--- src/rtl/dtx_pkg.sv ---
// Shared definitions for the dtx serial frame transmitter.
//   state_e     : transmitter FSM state encoding
//   LINE_IDLE   : idle line sample word (line rests high)
//   expand_pair : maps two line bits onto 8 oversampled samples
package dtx_pkg;

  typedef enum logic [2:0] {
    StIdle,
    StOdd,
    StEven,
    StTail,
    StGap
  } state_e;

  localparam logic [7:0] LINE_IDLE = 8'hFF;

  // Each line bit occupies 4 samples; the first bit lands in the oldest (upper) samples.
  function automatic logic [7:0] expand_pair(input logic b_first, input logic b_second);
    return {{4{b_first}}, {4{b_second}}};
  endfunction

endpackage

--- src/rtl/dtx_if.sv ---
// Payload nibble stream into the transmitter (valid/ready).
//   s_d     : payload nibble, bit 3 sent first
//   s_v     : s_d valid
//   s_last  : nibble closes the frame
//   s_ready : nibble consumed on an edge where s_v && s_ready
interface dtx_if;

  logic [3:0] s_d;
  logic       s_v;
  logic       s_last;
  logic       s_ready;

  modport master (
    output s_d,
    output s_v,
    output s_last,
    input  s_ready
  );

  modport slave (
    input  s_d,
    input  s_v,
    input  s_last,
    output s_ready
  );

endinterface

--- src/rtl/dtx.sv ---
// Serial frame transmitter: start bit (0), MSB-first nibbles, stop bit (1), then an
// idle gap. Two line bits per clock, each replicated on 4 samples of the 8-sample word.
//   c      : 400 MHz clock
//   rst_n  : asynchronous active-low reset
//   s      : payload nibble stream (slave side)
//   o      : registered line samples, bit 7 oldest
//   busy   : frame or gap in progress
//   err    : one-cycle underrun pulse, aligned with the truncating stop word
module dtx
  import dtx_pkg::*;
#(
  parameter int unsigned MAX_NIB = 10,
  parameter int unsigned MIN_GAP = 8
) (
  input  logic       c,
  input  logic       rst_n,
  dtx_if.slave       s,
  output logic [7:0] o,
  output logic       busy,
  output logic       err
);

  localparam int unsigned CntW = $clog2(MAX_NIB + 1);
  localparam int unsigned GapW = (MIN_GAP > 0) ? $clog2(MIN_GAP + 1) : 1;

  state_e          state_q, state_d;
  logic [2:0]      hold_q, hold_d;
  logic [CntW-1:0] cnt_q, cnt_d;
  logic            last_q, last_d;
  logic [GapW-1:0] gap_q, gap_d;
  logic [7:0]      o_q, o_d;
  logic            err_q, err_d;
  logic            en_q;
  logic            more_ok;
  logic            xfer;

  // The state names the word currently on the line: the start word shares the EVEN
  // shape (previous bit, next MSB) with the start bit standing in for h0.
  assign more_ok   = !last_q && (cnt_q < CntW'(MAX_NIB));
  // en_q keeps s_ready low during reset and releases it on the first edge afterwards.
  assign s.s_ready = en_q && ((state_q == StIdle) || ((state_q == StOdd) && more_ok));
  assign xfer      = s.s_v && s.s_ready;

  always_comb begin
    state_d = state_q;
    hold_d  = hold_q;
    cnt_d   = cnt_q;
    last_d  = last_q;
    gap_d   = gap_q;
    o_d     = LINE_IDLE;
    err_d   = 1'b0;
    unique case (state_q)
      StIdle: begin
        if (xfer) begin
          o_d     = expand_pair(1'b0, s.s_d[3]);
          hold_d  = s.s_d[2:0];
          cnt_d   = CntW'(1);
          last_d  = s.s_last;
          state_d = StEven;
        end
      end
      StEven: begin
        o_d     = expand_pair(hold_q[2], hold_q[1]);
        state_d = StOdd;
      end
      StOdd: begin
        if (xfer) begin
          o_d     = expand_pair(hold_q[0], s.s_d[3]);
          hold_d  = s.s_d[2:0];
          cnt_d   = cnt_q + CntW'(1);
          last_d  = s.s_last;
          state_d = StEven;
        end else begin
          // Close with a stop bit; flag underrun only when the frame wanted more data.
          o_d     = expand_pair(hold_q[0], 1'b1);
          err_d   = more_ok;
          state_d = StTail;
        end
      end
      StTail: begin
        if (MIN_GAP == 0) begin
          state_d = StIdle;
        end else begin
          gap_d   = GapW'(MIN_GAP - 1);
          state_d = StGap;
        end
      end
      StGap: begin
        if (gap_q == '0) begin
          state_d = StIdle;
        end else begin
          gap_d = gap_q - GapW'(1);
        end
      end
      default: state_d = StIdle;
    endcase
  end

  always_ff @(posedge c or negedge rst_n) begin
    if (!rst_n) begin
      state_q <= StIdle;
      hold_q  <= '0;
      cnt_q   <= '0;
      last_q  <= 1'b0;
      gap_q   <= '0;
      o_q     <= LINE_IDLE;
      err_q   <= 1'b0;
      en_q    <= 1'b0;
    end else begin
      state_q <= state_d;
      hold_q  <= hold_d;
      cnt_q   <= cnt_d;
      last_q  <= last_d;
      gap_q   <= gap_d;
      o_q     <= o_d;
      err_q   <= err_d;
      en_q    <= 1'b1;
    end
  end

  assign o    = o_q;
  assign err  = err_q;
  assign busy = (state_q != StIdle);

endmodule

--- src/flat_wrapper.sv ---
// flat-port wrapper written by rule: the top's interface ports become plain ports
module dtx_flat import dtx_pkg::*;
#(
  parameter int unsigned MAX_NIB = 10,
  parameter int unsigned MIN_GAP = 8
)
  (c, rst_n, o, busy, err, s_s_d, s_s_v, s_s_last, s_s_ready);
  dtx_if s_i ();
  input  logic c;
  input  logic rst_n;
  output logic [7:0] o;
  output logic busy;
  output logic err;
  input wire logic [$bits(s_i.s_d)-1:0] s_s_d;
  input wire logic [$bits(s_i.s_v)-1:0] s_s_v;
  input wire logic [$bits(s_i.s_last)-1:0] s_s_last;
  output wire logic [$bits(s_i.s_ready)-1:0] s_s_ready;
  assign s_i.s_d = s_s_d;
  assign s_i.s_v = s_s_v;
  assign s_i.s_last = s_s_last;
  assign s_s_ready = s_i.s_ready;
  dtx #(.MAX_NIB(MAX_NIB), .MIN_GAP(MIN_GAP)) u_core (.c(c), .rst_n(rst_n), .s(s_i), .o(o), .busy(busy), .err(err));
endmodule
--- config.mk ---
export PLATFORM = sky130hd
export DESIGN_NAME = dtx_flat
export DESIGN_NICKNAME = d
export VERILOG_FILES = /design/src/rtl/dtx_pkg.sv /design/src/rtl/dtx_if.sv /design/src/rtl/dtx.sv /design/src/flat_wrapper.sv
export SDC_FILE = /design/constraint.sdc
export NUM_CORES = 1
export LEC_CHECK = 0
export ABC_AREA = 1
export BUFFER_PORTS_ARGS = -buffer_cell sky130_fd_sc_hd__buf_2
export CORE_MARGIN = 2
export CORE_UTILIZATION = 43
export CTS_CLUSTER_DIAMETER = 50
export DETAILED_ROUTE_END_ITERATION = 7
export PLACE_DENSITY = 0.7
export RECOVER_POWER = 50
export SETUP_SLACK_MARGIN = 0.05
export SLEW_MARGIN = 15
export SYNTH_ARGS = -nofsm -noshare
export SYNTH_HDL_FRONTEND = slang
export SYNTH_SLANG_ARGS = --single-unit
--- constraint.sdc ---
create_clock -name c -period 1.62 [get_ports c]
set_input_delay 0.324 -clock c [delete_from_list [all_inputs] [get_ports c]]
set_output_delay 0.324 -clock c [all_outputs]
set_load 0.05 [all_outputs]
==> impl_metrics.yaml, run 1 <==
power_and_ir_drop:
  peakVddDrop_uv: 1210
  p_leak_nw: 0.599
  seqPwrFrac_pct: 31.8
  combinationalPowerShare_pct: 58.7
  powerDensity_nw_per_um2: 2150
  power_switching_mw: 1.30
  switching_share_pct: 50.8
  internal_power_mw: 1.26
  power_frac_clock_pct: 9.5
yosys:
  synth-simple-area-share_pct: 22.3
  synth-compound-area-share_pct: 14.8
  seq_area_frac_synth_pct: 46.4
  synth_warnings: 0
  synthMuxAreaShare_pct: 0
  syn-num-nets: 124
  netlist-cell-type-count: 29
  synthAdderAreaFrac_pct: 2.43
  ys_ff_latch: 19
  yosys.area.top_type_share_pct: 41.3
  netlist_instances: 114
  synthFlopType: "dfrtp_1"
  synth_common_cells: "nand2_1 (22), dfrtp_1 (17), inv_1 (16)"
  netlist_area_um2: 1030
  yosysMostFrequentCell: "nand2_1"
  synth_xor_area_share_pct: 1.70
  postSynthAreaPerCell_um2: 9.04
  async_reset_ff_share_pct: 100
  synth_top_family_by_area: "simple AND/OR/NAND/NOR gates"
  synth_top_area_cell: "dfrtp_1"
  synth_edf_count: 0
  synthTopCellsByArea: "dfrtp_1 (41%), nand2_1 (8.0%), o21ai_2 (6.8%)"
route:
  via_per_inst: 4.76
  vias: 780
  antenna_left: 0
  drc: 0
  drt_iter0_drc: 4
  routed_wl_um: 1710
  wl_per_cell_um: 10.4
  dr.pass1.iters: 4
place:
  routabilityCongestion: 0.787
  dp_hpwl_um: 1190
  dpl.cell_count: 156
  io_buffers: 18
  placed_area_um2: 1120
clock_tree:
  cts_buffers: 3
  ctsHtreeMaxLevel: 1
  cts.reportedPaths.clkPinSlew_ns: 0.10
  clkSinkCount: 19
  clk_path_buf_depth: 2
  cts_root_buf: "clkbuf_4"
  clk_latency_ns: 0.30
  tritoncts: "done"
timing:
  finalSetupTns_ns: -0.0997
  hold_viol: 0
  rsz0062_at_grt: "true"
  slew_viol_final: 0
  setup_slack_ns: -0.0997
  post-route-period-util_pct: 106
  worst_pin_slew_ns: 0.995
  maxSlewHeadroom_pct: 33.7
  skew_ns: 0.00122
  fmax_ghz: 0.582
  period_minus_slack_ns: 1.72
  setup_viol: 1
worst_setup_path:
  required_ns: 1.30
  cp_data_arrival_time_ns: 1.40
  rr_startpoint: "u_core.state_q[1]"
  startpoint: "u_core.cnt_q[1]"
  startpoint_type: "flop"
  path_max_fanout: 5
  crit_path_end_kind: "output pin"
  crit_type: "flop to output pin"
finish:
  fill_cells: 202
  antenna_cells: 0
  final_cells: 164
  drive_gt1_share_pct: 36.0
  nNetsFinal: 147
  fin_area_um2: 1190
  syn_to_final_growth_pct: 15.3
status:
  violations: "setup timing"
  status: "finished, violations left"
global_route:
  grt_max_degree: 20
  grt.total_usage_pct: 14.5
  antenna_found_initial: 0
  grt_pass1_wl_um: 2900
  gr-total-overflow: 0
  first_global_vias: 700
die:
  die_w_um: 53.0
  start_util_pct: 46.2
  die_y_um: 53.0
  num_rows: 17
  ios: 19
  dieArea_um2: 2810
  core_um2: 2230
hold_path:
  holdCritPathClass: "primary input to flop"
  min_from: "s_s_d[0]"
run:
  max-cap-violations: 0
==> placed cells by master (no fill, tap or decap) <==
| cell type | Yosys | final |
|---|---|---|
| o21ai_0 | 4 | 4 |
| clkbuf_4 | 0 | 3 |
| buf_2 | 0 | 14 |
| o22ai_1 | 0 | 1 |
| dfstp_2 | 2 | 2 |
| nand4_1 | 2 | 2 |
| nand3_2 | 2 | 2 |
| inv_1 | 16 | 16 |
| buf_8 | 0 | 1 |
| buf_4 | 6 | 6 |
| ha_1 | 2 | 2 |
| o21ai_1 | 3 | 3 |
| nand2_1 | 22 | 21 |
| o21ai_4 | 1 | 1 |
| nor2_1 | 6 | 5 |
| clkbuf_1 | 0 | 4 |
| nand3_4 | 1 | 1 |
| dfrtp_1 | 17 | 16 |
| dlygate4sd3_1 | 0 | 1 |
| nand3_1 | 5 | 5 |
| and2_4 | 0 | 1 |
| dfrtp_2 | 0 | 1 |
| xor2_1 | 2 | 2 |
| nor3_1 | 1 | 1 |
| a211o_1 | 1 | 1 |
| nor2_4 | 1 | 1 |
| inv_2 | 2 | 2 |
| or2_2 | 1 | 1 |
| and3_2 | 1 | 1 |
| conb_1 | 1 | 1 |
| o21ai_2 | 8 | 8 |
| a21oi_1 | 2 | 2 |
| nor2_2 | 1 | 2 |
| nand2_2 | 1 | 2 |
==> worst max-delay path: stages, from the launching register on <==
cell and delay [ns]:
dfrtp_1 0.45, nor2_1 0.14, nor2_2 0.07, o21ai_4 0.14, and2_4 0.16, buf_8 0.14
==> through the flow <==
stage / util (%) / hold slack [ns] / power [mW] / worst slack [ns]
6_report: 53.2 / 0.246 / 2.56 / -0.0997
5_1_grt: 53.2 / 0.237 / 2.75 / -0.194
4_1_cts: 53.4 / 0.240 / 2.57 / -0.120
3_5_place_dp: 50.3 / 0.284 / 2.24 / 0.0758
3_3_place_gp: 50.3 / 0.281 / 2.21 / 0.107
2_1_floorplan: - / 0.0284 / 2.04 / 0.0811
==> worst paths after layout <==
path                                endpoint  slack, ns  cells past startpoint
setup / recovery                   s_s_ready       -0.1                      5
hold / removal              u_core.hold_q[0]       0.25                      3
setup reg to reg             u_core.gap_q[1]       0.04                      6
hold reg to reg             u_core.hold_q[1]       0.50                      2
max in group asynchronous  u_core.state_q[0]       0.27                      2
min in group asynchronous    u_core.cnt_q[1]       0.69                      2
==> metal layers <==
| layer | part of all wire [%] | global-route usage [%] |
|---|---|---|
| met2 | 47 | 24.0 |
| met5 | 0 | 0 |
| met1 | 45 | 17.4 |
| met4 | 2.7 | 8.97 |
| met3 | 5.0 | 2.54 |
==> sequential cells by signal, summed over array words and instances (netlist names) <==
| name | flops |
|---|---|
| u_core.last_q | 1 |
| u_core.err | 1 |
| u_core.state_q | 3 |
| u_core.hold_q | 3 |
| u_core.en_q | 1 |
| u_core.o | 2 |
| u_core.cnt_q | 4 |
| u_core.gap_q | 4 |
==> layout make-up <==
cell class	count	area, um^2	share of cell area [%]
Tap cell	28	35.0	2.95
Timing Repair Buffer	25	151	12.7
Sequential cell	19	479	40.3
Clock buffer	4	26.3	2.21
Multi-Input combinational cell	70	429	36.1
Inverter	18	67.6	5.68
==> power by group through the flow <==
stage / logic, mW / clock network, mW / registers, mW
after floorplan: 1.11 / 0 / 0.933
after global placement: 1.39 / 0 / 0.812
after detailed placement: 1.42 / 0 / 0.821
after CTS: 1.51 / 0.254 / 0.811
after global routing: 1.64 / 0.273 / 0.834
final: 1.50 / 0.243 / 0.814
==> what timing repair did <==
item,CTS,global route
gates resized for setup,3,5
hold buffers,1,0
setup buffers,3,0
endpoints found under the setup margin,2,6
pin swaps,2,2
endpoints found under the hold margin,17,0
==> logic make-up after synthesis <==
family          count (synthesis)
fa+ha+maj                       2
buf+inv                        25
xor+xnor                        2
flops                          19
other cells                     1
simple gates                   45
compound gates                 20
No activity file was read; power rests on OpenSTA's default activity.
==> run 2: changes to the inputs <==
CELL_PAD_IN_SITES_DETAIL_PLACEMENT = 0   (was not set)
CELL_PAD_IN_SITES_GLOBAL_PLACEMENT = 1   (was not set)
CORE_UTILIZATION = 40   (was 43)
PLACE_DENSITY = 0.82   (was 0.7)
==> run 2 against run 1 <==
Net effect: the flow still finishes with violations (setup timing); global-route usage is 0.34 points lower; clock skew is 0.00094 ns higher; sequential share of layout area is 1.4 points lower; combinational power is 7% higher; setup slack better by 0.021 ns; hold slack better by 0.011 ns; fmax is 1.2% higher; final cell count is 2.4% higher; design area is 3.4% higher; register-to-register slack better by 0.14 ns.
==> impl_metrics.yaml, run 2 (synthesized netlist as in run 1, its figures left out) <==
finish:
  final_cell_mix: "nand2_1 (22), dfrtp_1 (17), inv_1 (16), buf_2 (15), o21ai_2 (8)"
  syn_to_final_growth_pct: 19.2
  drive_gt1_share_pct: 39.1
  antenna_cells: 0
  final_common_cell: "nand2_1"
  multi_input_area_um2: 438
  utilization_pct: 50.1
  fill_cells: 247
  top_regs: "u_core.cnt_q (4), u_core.gap_q (4)"
  nNetsFinal: 149
  regArea_um2: 478
global_route:
  antenna_found_initial: 0
  gr-total-overflow: 0
  grt_max_degree: 20
  first_global_vias: 691
  grt_pass1_wl_um: 2960
  grt.total_usage_pct: 14.2
status:
  violations: "setup timing"
  status: "finished, violations left"
timing:
  skew_ns: 0.00216
  fmax_ghz: 0.589
  period_minus_slack_ns: 1.70
  setup_viol: 1
  hold_viol: 0
  slew_viol_final: 0
  finalSetupTns_ns: -0.0789
  setup_slack_ns: -0.0789
  post-route-period-util_pct: 105
  rsz0062_at_grt: "true"
route:
  drc: 0
  wl_per_cell_um: 11.1
  routed_wl_um: 1860
  via_per_inst: 4.68
  antenna_left: 0
  drt_iter0_drc: 17
  vias: 786
  dr.pass1.iters: 4
worst_setup_path:
  rr_worst_depth: 8
  cp_data_arrival_time_ns: 1.37
  rr_endpoint: "u_core.hold_q[1]"
  rrSetupSlack_ns: 0.18
  startpoint: "u_core.state_q[2]"
  startpoint_type: "flop"
  rr_startpoint: "u_core.state_q[2]"
  crit_path_end_kind: "output pin"
  crit_end: "s_s_ready"
  crit_type: "flop to output pin"
  path_max_fanout: 3
  required_ns: 1.30
clock_tree:
  cts_buffers: 3
  cts.reportedPaths.clkPinSlew_ns: 0.11
  clkSinkCount: 19
  tritoncts: "done"
  cts_root_buf: "clkbuf_4"
  clk_path_buf_depth: 2
  clk_latency_ns: 0.29
  ctsHtreeMaxLevel: 1
die:
  die_w_um: 54.8
  ios: 19
  num_rows: 18
  die_y_um: 54.8
  core_um2: 2450
  dieArea_um2: 3000
  start_util_pct: 42.0
hold_path:
  holdCritPathClass: "primary input to flop"
power_and_ir_drop:
  peakVddDrop_uv: 1450
  powerDensity_nw_per_um2: 2160
  power.total_mw: 2.65
  seqPwrFrac_pct: 30.5
  p_leak_nw: 0.633
  combinationalPowerShare_pct: 60.5
  power_switching_mw: 1.34
  power_frac_clock_pct: 8.9
  internal_power_mw: 1.31
  switching_share_pct: 50.7
run:
  max-cap-violations: 0
place:
  routabilityCongestion: 0.792
  dp_hpwl_um: 1350
  io_buffers: 18
-- run 2: worst min-delay path by stage --
stage	start	end	slack (ns)	depth (start not counted)
after floorplan	rst_n	u_core.cnt_q[0]	0.03	0
after global placement	rst_n	u_core.cnt_q[3]	0.28	1
after detailed placement	rst_n	u_core.cnt_q[3]	0.29	1
after CTS	s_s_d[2]	u_core.hold_q[2]	0.24	3
after global routing	s_s_d[2]	u_core.hold_q[2]	0.24	3
final	s_s_d[2]	u_core.hold_q[2]	0.26	3
-- run 2: through the flow --
step | hold WS, ns | std cells | cell area, um^2 | worst slack [ns]
5_1_grt | 0.237 | 168 | 1230 | -0.156
3_3_place_gp | 0.282 | 158 | 1130 | 0.0772
4_1_cts | 0.244 | 165 | 1190 | -0.170
6_report | 0.257 | 168 | 1230 | -0.0789
3_5_place_dp | 0.288 | 158 | 1130 | 0.0300
2_1_floorplan | 0.0284 | 114 | 1030 | 0.0811
-- run 2: power by group through the flow --
| stage | Sequential, mW | Clock (mW) | Combinational (mW) |
|---|---|---|---|
| global placement | 0.808 | 0 | 1.40 |
| CTS | 0.814 | 0.254 | 1.51 |
| finish | 0.809 | 0.237 | 1.60 |
| global route | 0.836 | 0.268 | 1.74 |
| detailed placement | 0.825 | 0 | 1.43 |
| floorplan | 0.933 | 0 | 1.11 |
-- run 2: metal layers --
layer | vias to the layer above | part of all wire, % | routed length, um | global-route usage [%]
li1 | 402 | - | - | -
met1 | 354 | 46 | 863 | 18.7
met2 | 24 | 45 | 846 | 21.8
met3 | 6 | 5.3 | 98 | 2.46
met4 | 0 | 2.8 | 53 | 7.92
met5 | - | 0 | 0 | 0
-- run 2: repair_timing --
item | 4_1_cts | 5_1_grt
setup buffers | 2 | 3
pin swaps | 2 | 1
resized for setup | 4 | 4
setup endpoints to repair | 2 | 5
cloned | 0 | 0
hold buffers | 1 | 0
endpoints found under the hold margin | 17 | 0
-- run 2: worst max-delay path, stage by stage (launching register included) --
cell     delay (ns)
dfrtp_1        0.42
nor2_4         0.13
buf_6          0.11
nand2_4        0.06
o21ai_4        0.06
and2_4         0.16
buf_8          0.13
-- run 2: area by class of cell --
type	instances	area share, %
flip-flops and latches	19	38.9
multi-input cells	70	35.6
repair buffers	27	14.7
inverters	18	5.50
well taps	30	3.05
clock buffers	3	1.83
clock inverters	1	0.407
